File: src/rtl/regfile_scan_bridge_pkg.sv
// Shared types and frame layout for the register-file scan bridge.
// A frame is op, then address, then data, sent LSB-first.
package regfile_scan_pkg;

   typedef enum logic [1:0] {
      IDLE = 2'd0,
      EXEC = 2'd1,
      DONE = 2'd2
   } state_e;

   localparam logic OP_READ  = 1'b0;
   localparam logic OP_WRITE = 1'b1;

   localparam int OP_BIT   = 0;
   localparam int ADDR_LSB = 1;
   localparam int DATA_LSB = 4;

   localparam int FRAME_W = 12;

endpackage

File: src/rtl/regfile_scan_bridge_scan_shift_reg.sv
// Scan data register: LSB-first shift path, saturating bit counter and a
// parallel load of read data into the data field.
module scan_shift_reg
   import regfile_scan_pkg::*;
#(
   parameter int DATA_W  = 8,
   parameter int FRAME_W = 12
) (
   input  logic                               clk,
   input  logic                               srst_n,
   input  logic                               shift_en,
   input  logic                               tdi,
   input  logic                               load_en,
   input  logic [DATA_W-1:0]                  load_data,
   input  logic                               clr_cnt,
   output logic [FRAME_W-1:0]                 scan_q,
   output logic [$clog2(FRAME_W + 1)-1:0]     bit_cnt,
   output logic                               tdo
);

   localparam int CNT_W = $clog2(FRAME_W + 1);

   always_ff @(posedge clk) begin
      if (!srst_n) begin
         scan_q  <= '0;
         bit_cnt <= '0;
      end else begin
         // Data sits in the top field, so a load never disturbs op/address.
         if (shift_en) begin
            scan_q <= {tdi, scan_q[FRAME_W-1:1]};
         end else if (load_en) begin
            scan_q[FRAME_W-1 -: DATA_W] <= load_data;
         end

         if (clr_cnt) begin
            bit_cnt <= '0;
         end else if (shift_en && (bit_cnt != CNT_W'(FRAME_W))) begin
            bit_cnt <= bit_cnt + CNT_W'(1);
         end
      end
   end

   assign tdo = scan_q[0];

endmodule

File: src/rtl/regfile_scan_bridge.sv
// Scan-chain initiator for the 8x8 register file: shifts a frame in, then
// executes it as one write or one read whose result lands back in the chain.
module regfile_scan_bridge
   import regfile_scan_pkg::*;
#(
   parameter int DATA_W = 8,
   parameter int ADDR_W = 3
) (
   input  logic              clk,
   input  logic              srst_n,
   input  logic              shift_en,
   input  logic              tdi,
   input  logic              update,
   output logic              tdo,
   output logic              reg_write,
   output logic [ADDR_W-1:0] w_addr,
   output logic [DATA_W-1:0] w_data,
   output logic [ADDR_W-1:0] r_addr,
   input  logic [DATA_W-1:0] r_data,
   output logic              busy,
   output logic              done,
   output logic              frame_err
);

   localparam int FRAME_W = 1 + ADDR_W + DATA_W;
   localparam int CNT_W   = $clog2(FRAME_W + 1);

   state_e             state;
   logic               reg_write_q;
   logic               err_q;
   logic [FRAME_W-1:0] scan_q;
   logic [CNT_W-1:0]   bit_cnt;
   logic               shift_go;
   logic               load_go;
   logic               clr_cnt;
   logic               frame_full;
   logic               is_write;

   // Update has priority over a coincident shift; both are ignored while busy.
   assign shift_go   = (state == IDLE) && shift_en && !update;
   assign is_write   = (scan_q[OP_BIT] == OP_WRITE);
   assign load_go    = (state == EXEC) && !is_write;
   assign clr_cnt    = (state == DONE);
   assign frame_full = (bit_cnt == CNT_W'(FRAME_W));

   scan_shift_reg #(
      .DATA_W  (DATA_W),
      .FRAME_W (FRAME_W)
   ) u_scan (
      .clk       (clk),
      .srst_n    (srst_n),
      .shift_en  (shift_go),
      .tdi       (tdi),
      .load_en   (load_go),
      .load_data (r_data),
      .clr_cnt   (clr_cnt),
      .scan_q    (scan_q),
      .bit_cnt   (bit_cnt),
      .tdo       (tdo)
   );

   always_ff @(posedge clk) begin
      if (!srst_n) begin
         state       <= IDLE;
         reg_write_q <= 1'b0;
         w_addr      <= '0;
         w_data      <= '0;
         r_addr      <= '0;
         busy        <= 1'b0;
         done        <= 1'b0;
         frame_err   <= 1'b0;
         err_q       <= 1'b0;
      end else begin
         reg_write_q <= 1'b0;
         done        <= 1'b0;
         frame_err   <= 1'b0;
         case (state)
            IDLE: begin
               if (update) begin
                  busy <= 1'b1;
                  if (frame_full) begin
                     state <= EXEC;
                     if (is_write) begin
                        reg_write_q <= 1'b1;
                        w_addr      <= scan_q[ADDR_LSB +: ADDR_W];
                        w_data      <= scan_q[DATA_LSB +: DATA_W];
                     end else begin
                        r_addr <= scan_q[ADDR_LSB +: ADDR_W];
                     end
                  end else begin
                     state     <= DONE;
                     err_q     <= 1'b1;
                     done      <= 1'b1;
                     frame_err <= 1'b1;
                  end
               end
            end
            EXEC: begin
               state     <= DONE;
               done      <= 1'b1;
               frame_err <= err_q;
            end
            DONE: begin
               state <= IDLE;
               busy  <= 1'b0;
               err_q <= 1'b0;
            end
            default: begin
               state <= IDLE;
               busy  <= 1'b0;
            end
         endcase
      end
   end

   // Gating with reset keeps a write pending in EXEC from landing in a reset cycle.
   assign reg_write = reg_write_q & srst_n;

endmodule
File: config.mk
export PLATFORM = sky130hd
export DESIGN_NAME = regfile_scan_bridge
export DESIGN_NICKNAME = d
export VERILOG_FILES = /design/src/rtl/regfile_scan_bridge_pkg.sv /design/src/rtl/regfile_scan_bridge_scan_shift_reg.sv /design/src/rtl/regfile_scan_bridge.sv
export SDC_FILE = /design/constraint.sdc
export NUM_CORES = 1
export LEC_CHECK = 0
export ABC_AREA = 1
export ABC_CLOCK_PERIOD_IN_PS = 1800
export CELL_PAD_IN_SITES_DETAIL_PLACEMENT = 0
export CELL_PAD_IN_SITES_GLOBAL_PLACEMENT = 1
export CORE_AREA = 2 2 91 58
export CTS_CLUSTER_SIZE = 16
export DETAILED_ROUTE_END_ITERATION = 10
export DIE_AREA = 0 0 93 60
export PLACE_DENSITY = 0.76
export SLEW_MARGIN = 20
export SYNTH_ARGS = -nofsm -noshare
export SYNTH_HDL_FRONTEND = slang
export SYNTH_SLANG_ARGS = --single-unit
File: constraint.sdc
create_clock -name clk -period 1.8 [get_ports clk]
set_input_delay 0.54 -clock clk [delete_from_list [all_inputs] [get_ports clk]]
set_output_delay 0.54 -clock clk [all_outputs]
set_load 0.05 [all_outputs]
After elaboration in Yosys (flattened, before gate mapping)
Index checks and enable logic that the tools add are counted.
Operators by class
  add/sub/neg operators: 1
  equal/unequal tests: 6
  muxes and demuxes: 15
  bitwise operators: 4
  reduce and logical (&&, ||, !) cells: 15
Operators by type and width (number)
  8-bit 2-to-1 mux: 2
  4-bit AND reduction: 3
  1-bit one-hot mux with 2 select lines: 4
  1-bit 2-to-1 mux: 6
  4-bit by 1-bit adder with 4-bit output, second input constant: 1
  4-bit == test, second input constant: 1
  1-bit logical AND: 4
  2-bit 2-to-1 mux: 2
  2-bit inequality test, second input constant: 2
  4-bit inequality test, second input constant: 1
  2-bit one-hot mux with 2 select lines: 1
  2-bit nonzero test: 2
  1-bit inverter: 3
  3-bit AND reduction: 1
  2-bit by 1-bit == test with 1-bit output, second input constant: 1
  2-bit == test, second input constant: 1
  1-bit logical NOT: 2
  2-bit logical NOT: 1
  2-bit AND reduction: 1
  2-bit OR reduction: 1
  1-bit AND: 1
Storage, ports and cells
  flip-flop bits (word level): 37
  input port bits: 13
  output and inout bits: 19
  word-level logic and storage cells: 53

Depth between registers and ports, before layout
  depth after elaboration: 4
  mapped depth: 8
  gate-level depth less buffers: 7

Hierarchy
Synthesis repeated with hierarchy kept, for this count alone.
Second synthesis, totals
  cells, all modules: 252
  area, all modules: 1706.6 um^2
By module, submodules not included
  regfile_scan_bridge: times used 1, cells an instance 141, area each 939.7 um^2, sequential area each 420.4 um^2
  scan_shift_reg: times used 1, cells an instance 111, area each 767.0 um^2, sequential area each 320.3 um^2

Worst setup path before layout
No wires, ideal clock.
  path kind: input port to output port
  from: in srst_n
  to: out reg_write
  arrival: 1172 ps
  required time: 1260 ps
  slack: 88 ps
  stages on the path: 3
  buffers on the path: 1
  path through: clkbuf_1 -> nand2_1 -> inv_1
On the way
  cells in the longest elaborated chain, start to end: 1
Ends and longest elaborated chain
  start, declared: line regfile_scan_bridge.sv:10  | input logic srst_n,
  1-bit AND: line regfile_scan_bridge.sv:117  | assign reg_write = reg_write_q & srst_n;
  end, declared: line regfile_scan_bridge.sv:15  | output logic reg_write,
No other way between the ends.

Final worst setup path
Same ends and word-level chain as after synthesis.

==> impl_metrics.ini <==
[synth]
synth.net_count = 240
synth_area_leaders = sky130_fd_sc_hd__dfxtp_1, sky130_fd_sc_hd__nand2_1, sky130_fd_sc_hd__a21oi_1, sky130_fd_sc_hd__nand3_1, sky130_fd_sc_hd__nor2_1
synth_sequential_area_ratio_pct = 45.1
synth_top_area_share_pct = 45.1
postSynthCellCount = 225
synth.largest_area_cell = sky130_fd_sc_hd__dfxtp_1
synth_cell_types = 21
netlist_area_um2 = 1640
yosysWarnings = 0
yosys_register_bits = 37
synthesis.area_per_instance_um2 = 7.30

[clocking]
cts_tree = yes
cts_root_buffer = sky130_fd_sc_hd__clkbuf_8
tritoncts_num_sinks = 37
worstSkewPairLatency_ns = 0.30
cts_buffers = 5
cts.clk_slew.worst_paths_ns = 0.07
clock_tree.htree_level_count = 2
cts_buffer_depth = 2
post_cts_setup_buffer_count = 0

[final_layout]
flow.area_growth_from_synthesis_pct = 36.1
fillCellCount = 498
antennaDiodeCount = 0
final_cells = 339
final_cell_mix = sky130_fd_sc_hd__nand2_1, sky130_fd_sc_hd__dfxtp_1, sky130_fd_sc_hd__buf_4
finalNetCount = 287
final_area_um2 = 2240
mostFrequentLayoutCell = sky130_fd_sc_hd__nand2_1
post_route_cells_drive_above_1_share_pct = 19.8

[sta]
setup_violations = 0
tns_ns = 0
clock-skew-final_ns = 0.00800
final.hold.worst_slack_ns = 0.461
finalHoldViolations = 0
rsz_0062_raised_after_global_routing = no
worst_slew_pin_slew_ns = 0.659
achievable-frequency_mhz = 628
slew-limit-headroom_pct = 55.6
post-route-period-util_pct = 88.4
drv_slew = 0
final.min_clock_period_ns = 1.59

[global_route]
globalRouteOverflowTotal = 0
wire_length_of_the_first_global_routing_pass_mm = 6.53
grt_pass1_vias = 1358
number_of_antenna_violations_at_the_first_check_in_global_routing = 0
grt_max_degree = 14
grt_util_all_layers_pct = 15.5

[worst_setup_path]
cp-end-kind = output port
endpoint_required_time_on_the_critical_path_ns = 1.26
critPathArrivalTime_ns = 1.05
ff2ff_setup_slack_ns = 0.27
reg2reg_depth = 7
critical_path_class = input port to output port
critical_path_peak_fanout = 2
timing.critical_path.from_type = input port

[floorplan]
chipHeight_um = 60
fp.dieW_um = 93
ios = 32
starting_density_pct = 34.2
rows = 20
area_of_the_core_um2 = 4800
fp.dieArea_um2 = 5580

[pwr]
vdd_ir_drop_max_mv = 0.294
p_leak_nw = 0.929
cellPowerDensity_nw_per_um2 = 816
report.power.total_w = 0.00183

[detailed_routing]
post_drt_wl_per_cell_um = 11.6
drt-pass1-iter-count = 4
viasPerCell = 4.55
via_count = 1542
drt_first_iter_violations = 53
wirelength_mm = 3.94
remaining_antenna_violation_count = 0
drc = 0

[placed_design]
place_inst = 331
place_area_um2 = 2120
place.gp.congestion = 0.814
place_hpwl_mm = 3.00
buffer_ports.inserted = 31

[worst_hold_path]
hold_path_class = flip-flop to flip-flop
hold_path_depth = 2

[outcome]
result_of_the_run = complete, no violations

[run]
maxCapViolations = 0
sequential cells by signal, summed over array words and instances (netlist names):
register	cells
u_scan.scan_q	12
w_data	8
u_scan.bit_cnt	4
r_addr	3
w_addr	3
state	2
busy	1
done	1
err_q	1
frame_err	1
reg_write_q	1
power breakdown:
group          switching, W  internal [W]  total, W
Combinational      0.000107     0.0000897  0.000196
Clock              0.000311      0.000451  0.000761
Sequential        0.0000235      0.000844  0.000868
Total              0.000441       0.00138   0.00183
cell usage after synthesis:
cell / instances
sky130_fd_sc_hd__a21oi_1: 25
sky130_fd_sc_hd__nor3_1: 2
sky130_fd_sc_hd__nand3_4: 1
sky130_fd_sc_hd__nor2_4: 3
sky130_fd_sc_hd__nand2_2: 1
sky130_fd_sc_hd__clkbuf_1: 3
sky130_fd_sc_hd__o21ai_0: 5
sky130_fd_sc_hd__nor2_1: 26
sky130_fd_sc_hd__nor2_2: 3
sky130_fd_sc_hd__ha_1: 2
sky130_fd_sc_hd__inv_2: 1
sky130_fd_sc_hd__nand4_1: 4
sky130_fd_sc_hd__buf_2: 3
sky130_fd_sc_hd__nor4_1: 1
sky130_fd_sc_hd__dfxtp_1: 37
sky130_fd_sc_hd__nand3b_1: 7
sky130_fd_sc_hd__inv_1: 13
sky130_fd_sc_hd__nand3_1: 25
sky130_fd_sc_hd__buf_4: 1
sky130_fd_sc_hd__nand2_1: 60
sky130_fd_sc_hd__buf_6: 2
timing repair:
action / 4_1_cts / 5_1_grt
endpoints found under the hold margin: 0 / 0
setup endpoints to repair: 1 / 0
hold buffers: 0 / 0
gates resized for setup: 1 / 0
worst max-delay path, cell delays in order:
cell,delay (ns)
sky130_fd_sc_hd__dlygate4sd2_1,0.25
sky130_fd_sc_hd__nand2_1,0.06
sky130_fd_sc_hd__inv_1,0.06
sky130_fd_sc_hd__buf_12,0.14
per-stage QoR:
step / worst slack (ns) / util (%)
floorplan: 0.0880 / -
global placement: -0.103 / 44.1
detailed placement: -0.0701 / 44.1
CTS: 0.196 / 46.5
global route: 0.112 / 46.5
finish: 0.208 / 46.5
per-layer routing:
metal	vias up	GRT usage (%)	part of all wire (%)
met2	46	19.9	37
met1	665	23.7	55
li1	829	-	-
met4	0	5.67	0.051
met5	-	0	0
met3	2	4.92	7.9
logic make-up after synthesis:
kind of cell    count (synthesis)  share of synthesized area (%)
flops                          37                           45.1
buf+inv                        23                           6.63
simple gates                  133                           37.6
fa+ha+maj                       2                           1.52
compound gates                 30                           9.14
layout make-up:
class	count	area (µm²)	share of cell area, %
clock buffer	6	82.6	3.69
clock inverter	2	37.5	1.68
inverter	14	52.6	2.35
multi-input combinational	165	793	35.5
sequential	37	741	33.1
tap	66	82.6	3.69
timing repair buffer	49	447	20.0
path summary, 6_finish.rpt:
check               startpoint         to
max                     srst_n  reg_write
min reg2reg          r_addr[2]  r_addr[2]
max reg2reg  u_scan.bit_cnt[0]  r_addr[1]
min                  r_addr[2]  r_addr[2]
Power figures use the tool's default switching activity.
